$ cat config.mk
export PLATFORM = sky130hd
export DESIGN_NAME = ic_cpu_bus_arb2
export DESIGN_NICKNAME = d
export VERILOG_FILES = /design/src/rtl/ic_cpu_bus_arb2.sv
export SDC_FILE = /design/constraint.sdc
export NUM_CORES = 1
export LEC_CHECK = 0
export BUFFER_PORTS_ARGS = -buffer_cell sky130_fd_sc_hd__buf_4
export CAP_MARGIN = 25
export CORE_AREA = 2 2 124 126
export CTS_CLUSTER_SIZE = 14
export DETAILED_ROUTE_END_ITERATION = 10
export DIE_AREA = 0 0 126 128
export GPL_TIMING_DRIVEN = 0
export MAX_ROUTING_LAYER = met4
export PLACE_DENSITY = 0.54
export SLEW_MARGIN = 15
export SYNTH_ARGS = -nofsm -noshare
export SYNTH_HDL_FRONTEND = slang
export SYNTH_SLANG_ARGS = --single-unit
$ cat constraint.sdc
create_clock -name g_clk -period 3 [get_ports g_clk]
set_clock_uncertainty 0.2 [all_clocks]
set_input_delay 0.15 -clock g_clk [delete_from_list [all_inputs] [get_ports g_clk]]
set_output_delay 0.15 -clock g_clk [all_outputs]
set_load 0.02 [all_outputs]
$ cat src/rtl/ic_cpu_bus_arb2.sv
// ic_cpu_bus_arb2: two-master to one-slave CPU bus arbiter with owner FIFO response routing (round robin under IC_ARB_ROUND_ROBIN_EN)
module ic_cpu_bus_arb2 #(
  parameter int OUTSTANDING = 2,
  parameter int PTR_W = 1
) (
  input  logic        g_clk,
  input  logic        g_resetn,
  input  logic        m0_req,
  output logic        m0_gnt,
  input  logic        m0_wen,
  input  logic [3:0]  m0_strb,
  input  logic [31:0] m0_wdata,
  input  logic [31:0] m0_addr,
  output logic        m0_recv,
  input  logic        m0_ack,
  output logic        m0_error,
  output logic [31:0] m0_rdata,
  input  logic        m1_req,
  output logic        m1_gnt,
  input  logic        m1_wen,
  input  logic [3:0]  m1_strb,
  input  logic [31:0] m1_wdata,
  input  logic [31:0] m1_addr,
  output logic        m1_recv,
  input  logic        m1_ack,
  output logic        m1_error,
  output logic [31:0] m1_rdata,
  output logic        s_req,
  input  logic        s_gnt,
  output logic        s_wen,
  output logic [3:0]  s_strb,
  output logic [31:0] s_wdata,
  output logic [31:0] s_addr,
  input  logic        s_recv,
  output logic        s_ack,
  input  logic        s_error,
  input  logic [31:0] s_rdata,
  output logic        rsp_orphan
);
  localparam logic [PTR_W:0] FULL_CNT = (PTR_W+1)'(OUTSTANDING);
  localparam logic [PTR_W-1:0] PTR_LAST = PTR_W'(OUTSTANDING-1);
  logic lock, lock_id, sel, sel_req, full, empty, push, pop, head;
  logic [PTR_W-1:0] wptr, rptr;
  logic [PTR_W:0] count;
  logic [OUTSTANDING-1:0] owner;
`ifdef IC_ARB_ROUND_ROBIN_EN
  logic last_winner;
  // pick the winner: held lock first, then alternate on contention
  always_comb sel = lock ? lock_id : (m0_req && m1_req) ? !last_winner : m1_req;
  // remember who won the most recent grant
  always_ff @(posedge g_clk or negedge g_resetn)
    if (!g_resetn) last_winner <= 1'b0;
    else if (push) last_winner <= sel;
`else
  // pick the winner: held lock first, then data port over instruction port
  always_comb sel = lock ? lock_id : m1_req;
`endif
  // request mux, grant steering and response routing toward the FIFO head owner
  always_comb begin
    sel_req  = sel ? m1_req : m0_req;
    full     = count == FULL_CNT;
    empty    = count == '0;
    s_req    = sel_req && !full;
    s_wen    = sel ? m1_wen : m0_wen;
    s_strb   = sel ? m1_strb : m0_strb;
    s_wdata  = sel ? m1_wdata : m0_wdata;
    s_addr   = sel ? m1_addr : m0_addr;
    m0_gnt   = !sel && s_gnt && !full;
    m1_gnt   = sel && s_gnt && !full;
    push     = s_req && s_gnt;
    head     = owner[rptr];
    m0_recv  = s_recv && !empty && !head;
    m1_recv  = s_recv && !empty && head;
    m0_rdata = (!empty && !head) ? s_rdata : '0;
    m1_rdata = (!empty && head) ? s_rdata : '0;
    m0_error = !empty && !head && s_error;
    m1_error = !empty && head && s_error;
    s_ack    = empty ? s_recv : head ? m1_ack : m0_ack;
    pop      = s_recv && s_ack && !empty;
  end
  // owner FIFO: record who was granted, retire on each accepted response
  always_ff @(posedge g_clk or negedge g_resetn)
    if (!g_resetn) begin
      owner <= '0;
      wptr  <= '0;
      rptr  <= '0;
      count <= '0;
    end else begin
      if (push) owner[wptr] <= sel;
      if (push) wptr <= (wptr == PTR_LAST) ? '0 : wptr + PTR_W'(1);
      if (pop) rptr <= (rptr == PTR_LAST) ? '0 : rptr + PTR_W'(1);
      count <= count + (PTR_W+1)'(push) - (PTR_W+1)'(pop);
    end
  // hold the bus for a master whose request was refused until it is granted
  always_ff @(posedge g_clk or negedge g_resetn)
    if (!g_resetn) begin
      lock    <= 1'b0;
      lock_id <= 1'b0;
    end else if (push) begin
      lock <= 1'b0;
    end else if (sel_req && !s_gnt) begin
      lock    <= 1'b1;
      lock_id <= sel;
    end
  // flag any response arriving with nobody waiting for it
  always_ff @(posedge g_clk or negedge g_resetn)
    if (!g_resetn) rsp_orphan <= 1'b0;
    else if (s_recv && empty) rsp_orphan <= 1'b1;
endmodule

# Yosys cells after proc, flatten, opt, wreduce, memory -nomap -nowiden
# Cells that the tools add are included.
# word_totals
ff_bits,9
latch_bits,0
ram_bits,0
mem_bits_ro,0
inputBits,179
output_inout_bits,142
elab_cells,61
mem_count,0
# op_classes
add_sub_neg,4
n_mul,0
div,0
magnitude_cmp,3
eq_ne,1
shifts,0
mux,19
n_bitwise,1
n_reduce_logical,26
# ops
op,n
two-way mux 32 bit,4
logical AND 1 bit,18
two-way mux 1 bit,12
logical NOT 1 bit,5
< comparator 1 x 2 -> 1 bit (second input constant),2
two-way mux 4 bit,1
adder 1 bit (second input constant),2
adder 2 x 1 -> 2 bit,1
bitwise mux 2 bit,1
equality test 2 bit (second input constant),1
logical NOT 2 bit,1
AND reduction 2 bit,1
nonzero test 2 bit,1
subtractor 2 x 1 -> 2 bit,1
demux 1 bit (select 1 bit),1
greater-or-equal comparator 1 bit (second input constant),1
inverter 1 bit,1

# Longest topological paths before layout
# depth
depth_word,7
mapped_depth,8

# Least setup slack after synthesis
# OpenSTA, ideal clock, no wires.
# synth_timing
path_type,register -> output
startpoint,register lock
endpoint,output port m0_gnt
arrival_ps,1608
required_time_ps,2650
slack_ps,1042
path_stages_with_launch,4
n_path_buf,1
path_cell_list,dfrtp_1 mux2i_2 buf_2 nor3b_1
# synth_via
elab_chain_cells,4
# synth_rtl
element,line_no,text
start: declaration,42,"logic lock, lock_id, sel, sel_req, full, empty, push, pop, head;"
start signal: assignment,97,lock <= 1'b0;
start signal: assignment,100,lock <= 1'b0;
start signal: assignment,102,lock <= 1'b1;
two-way mux 1 bit,56,always_comb sel = lock ? lock_id : m1_req;
logical NOT 1 bit,68,m0_gnt = !sel && s_gnt && !full;
logical AND 1 bit (2 in series),68,
end: declaration,9,"output logic m0_gnt,"
# Every way passes these cells.

# Worst setup path in the final report
# layout_timing
startpoint,input port m1_req
endpoint,output port s_strb[2]
# layout_via
elab_chain_cells,2
# layout_rtl
element,line_no,text
start: declaration,18,"input logic m1_req,"
two-way mux 1 bit,56,
two-way mux 4 bit,65,s_strb = sel ? m1_strb : m0_strb;
end: declaration,31,"output logic [3:0] s_strb,"
# Every way passes these cells.

==> results.ini <==
[logic_synthesis]
synth_cell_types=24
seq_area_frac_synth=0.125
synthMuxAreaShare=0.461
async_flop_share=1.00
synthTopCellsByCount=70 x mux2_2, 68 x and2_1, 9 x dfrtp_1
synth.area.top_cells=mux2_2 44%, and2_1 24%, dfrtp_1 12%
syn_nets=387
synth_edf_count=0
synth_top_area_share=0.437
synth-seq-cells=9
syn_inst=206
synth_top_family_by_area=multiplexers
synth_compound_area_frac=0.0589
synth-xor-area-share=0.0146
ys.flop_type=dfrtp_1
synth_area_um2=1800
yosys.area_share.adder=0.0139
avgSynthCellArea_um2=8.76
yosysWarnings=0
synth_area_leader_cell=mux2_2
synthSimpleGateAreaFrac=0.284
yosysMostFrequentCell=mux2_2

[setup_path]
cp-end-kind=output port
cp-startpoint=m1_req
endpoint=s_strb[2]
cp.required_ns=2.65
cp-start-kind=input port
reg2reg_depth=8
reg2reg_slack_ns=0.93
worst-path-max-fanout=10
crit_arrival_ns=2.29
r2r-end=count[1]
reg2reg_from=rptr
crit_type=input port to output port

[final_layout]
nNetsFinal=715
drive_above_1_share=0.756
num_antenna_cells=0
area_delta_synth_final_pct=152
final_area_um2=4550

[clock_network]
cts_buffers=3
cts_resized=0
insertion_delay_ns=0.24
cts_tree=done
cts_sinks=9
path_clk_slew_ns=0.04
cts_hold_buffers=3
cts-htree-levels=1
cts_setup_buffers=0
clock-root-buffer=clkbuf_16
cts_max_path_buffers=2

[place]
dp_hpwl_um=11100
gp_congestion=0.909
io_buffer_count=320
placed_area_um2=4440

[pwr]
power_density_nw_per_um2=945
leakagePower_uw=0.00234
finalPower_uw=4300
vdd_drop_max_v=0.000450

[timing]
worst_slew_pin_slew_ns=0.597
finalSetupTns_ns=0
hold_ws_ns=0.0169
fin_crit_sh=0.879
setup_viol=0
slew_headroom=0.594
finalCriticalPeriod_ns=2.64
report.final.slew_viol_count=0
max_freq_mhz=379
finalHoldViolations=0
rsz0062_at_grt=false

[floorplanning]
num_rows=45
die_h_um=128
io_pins=321
start_util=0.121
core_area_um2=14900
dieWidth_um=126
die_area_um2=16100

[grt]
grt_max_degree=11
grt_pass1_vias=3057
grt_overflow_total=0
grt_use_total=0.143
grt_pass1_wl_um=17100
antenna_found_initial=0

[route]
dr.pass1.iters=3
via_count=2848
drc=0
detail-route-antenna-nets=0
vias_per_cell=3.95
drt_iter0_markers=45
post_drt_wl_per_cell_um=17.0
wl_um=12300

[job]
drv_cap=0

[status]
outcome=complete, no violations

[worst_hold_path]
min_path_type=input port to flip-flop

where the power goes:
| part | internal (µW) | switching [µW] | total [µW] | leakage [µW] |
|---|---|---|---|---|
| Combinational | 1750 | 2070 | 3820 | 0.00221 |
| Clock | 178 | 60.6 | 238 | 0.0000382 |
| Sequential | 179 | 65.5 | 244 | 0.000101 |
| Total | 2110 | 2190 | 4300 | 0.00234 |
registers in the layout, summed over array words and instances, names as in the netlist:
name,cells
count,2
owner,2
rsp_orphan,1
rptr,1
wptr,1
lock,1
lock_id,1
worst min path at each step:
stage          slack, ns     start        to  cells past startpoint
6_report            0.02     s_gnt      lock                      4
3_3_place_gp       -0.22  g_resetn   lock_id                      1
2_1_floorplan      -0.35  g_resetn  count[0]                      0
3_5_place_dp       -0.21  g_resetn   lock_id                      1
5_1_grt             0.05     s_gnt      lock                      4
4_1_cts             0.02     s_gnt      lock                      4
kinds of logic after synthesis:
logic type | after synthesis
simple gates | 87
buf+inv | 18
fa+ha+maj | 2
xor+xnor | 3
mux | 74
compound gates | 13
flops | 9
stage by stage:
stage / instances / worst slack, ns / utilization
2_1_floorplan: 206 / 1.04 / -
3_3_place_gp: 714 / 0.648 / 0.299
3_5_place_dp: 714 / 0.635 / 0.299
4_1_cts: 721 / 0.240 / 0.306
5_1_grt: 721 / 0.180 / 0.306
6_report: 721 / 0.364 / 0.306
layer usage:
| metal | global-route usage | up-vias | wire length [µm] |
|---|---|---|---|
| li1 | - | 1361 | - |
| met1 | 0.135 | 1279 | 4140 |
| met2 | 0.286 | 197 | 6750 |
| met3 | 0.0313 | 11 | 1060 |
| met4 | 0.0433 | 0 | 340 |
| met5 | - | - | 0 |
final cells by class:
| cell class | count | area [µm²] |
|---|---|---|
| fillers | 1583 | 10300 |
| multi-input cells | 179 | 1500 |
| flip-flops and latches | 9 | 225 |
| plain buffers | 13 | 57.6 |
| clock buffers | 4 | 78.8 |
| well taps | 188 | 235 |
| inverters | 5 | 18.8 |
| repair buffers | 323 | 2430 |
worst max-delay path, stage by stage:
cell and delay [ns]:
dlygate4sd3_1 0.55, buf_4 0.16, mux2i_2 0.48, buf_2 0.39
mux2_2 0.37, buf_4 0.17
placed cells by master (no fill, tap or decap), drive strengths merged:
| master | instances |
|---|---|
| buf | 327 |
| mux2 | 70 |
| and2 | 68 |
| clkbuf | 10 |
| dfrtp | 9 |
| nor2 | 8 |
| inv | 5 |
| nor3 | 5 |
| mux2i | 4 |
| nand2 | 3 |
| a21oi | 3 |
| xnor2 | 3 |
| dlygate4sd3 | 3 |
| nor3b | 2 |
| o21ai | 2 |
| a31oi | 2 |
| ha | 2 |
| a21bo | 1 |
| nor2b | 1 |
| a2111oi | 1 |
| a211oi | 1 |
| a21o | 1 |
| o31ai | 1 |
| a22o | 1 |
(Power assumes the default switching activity.)
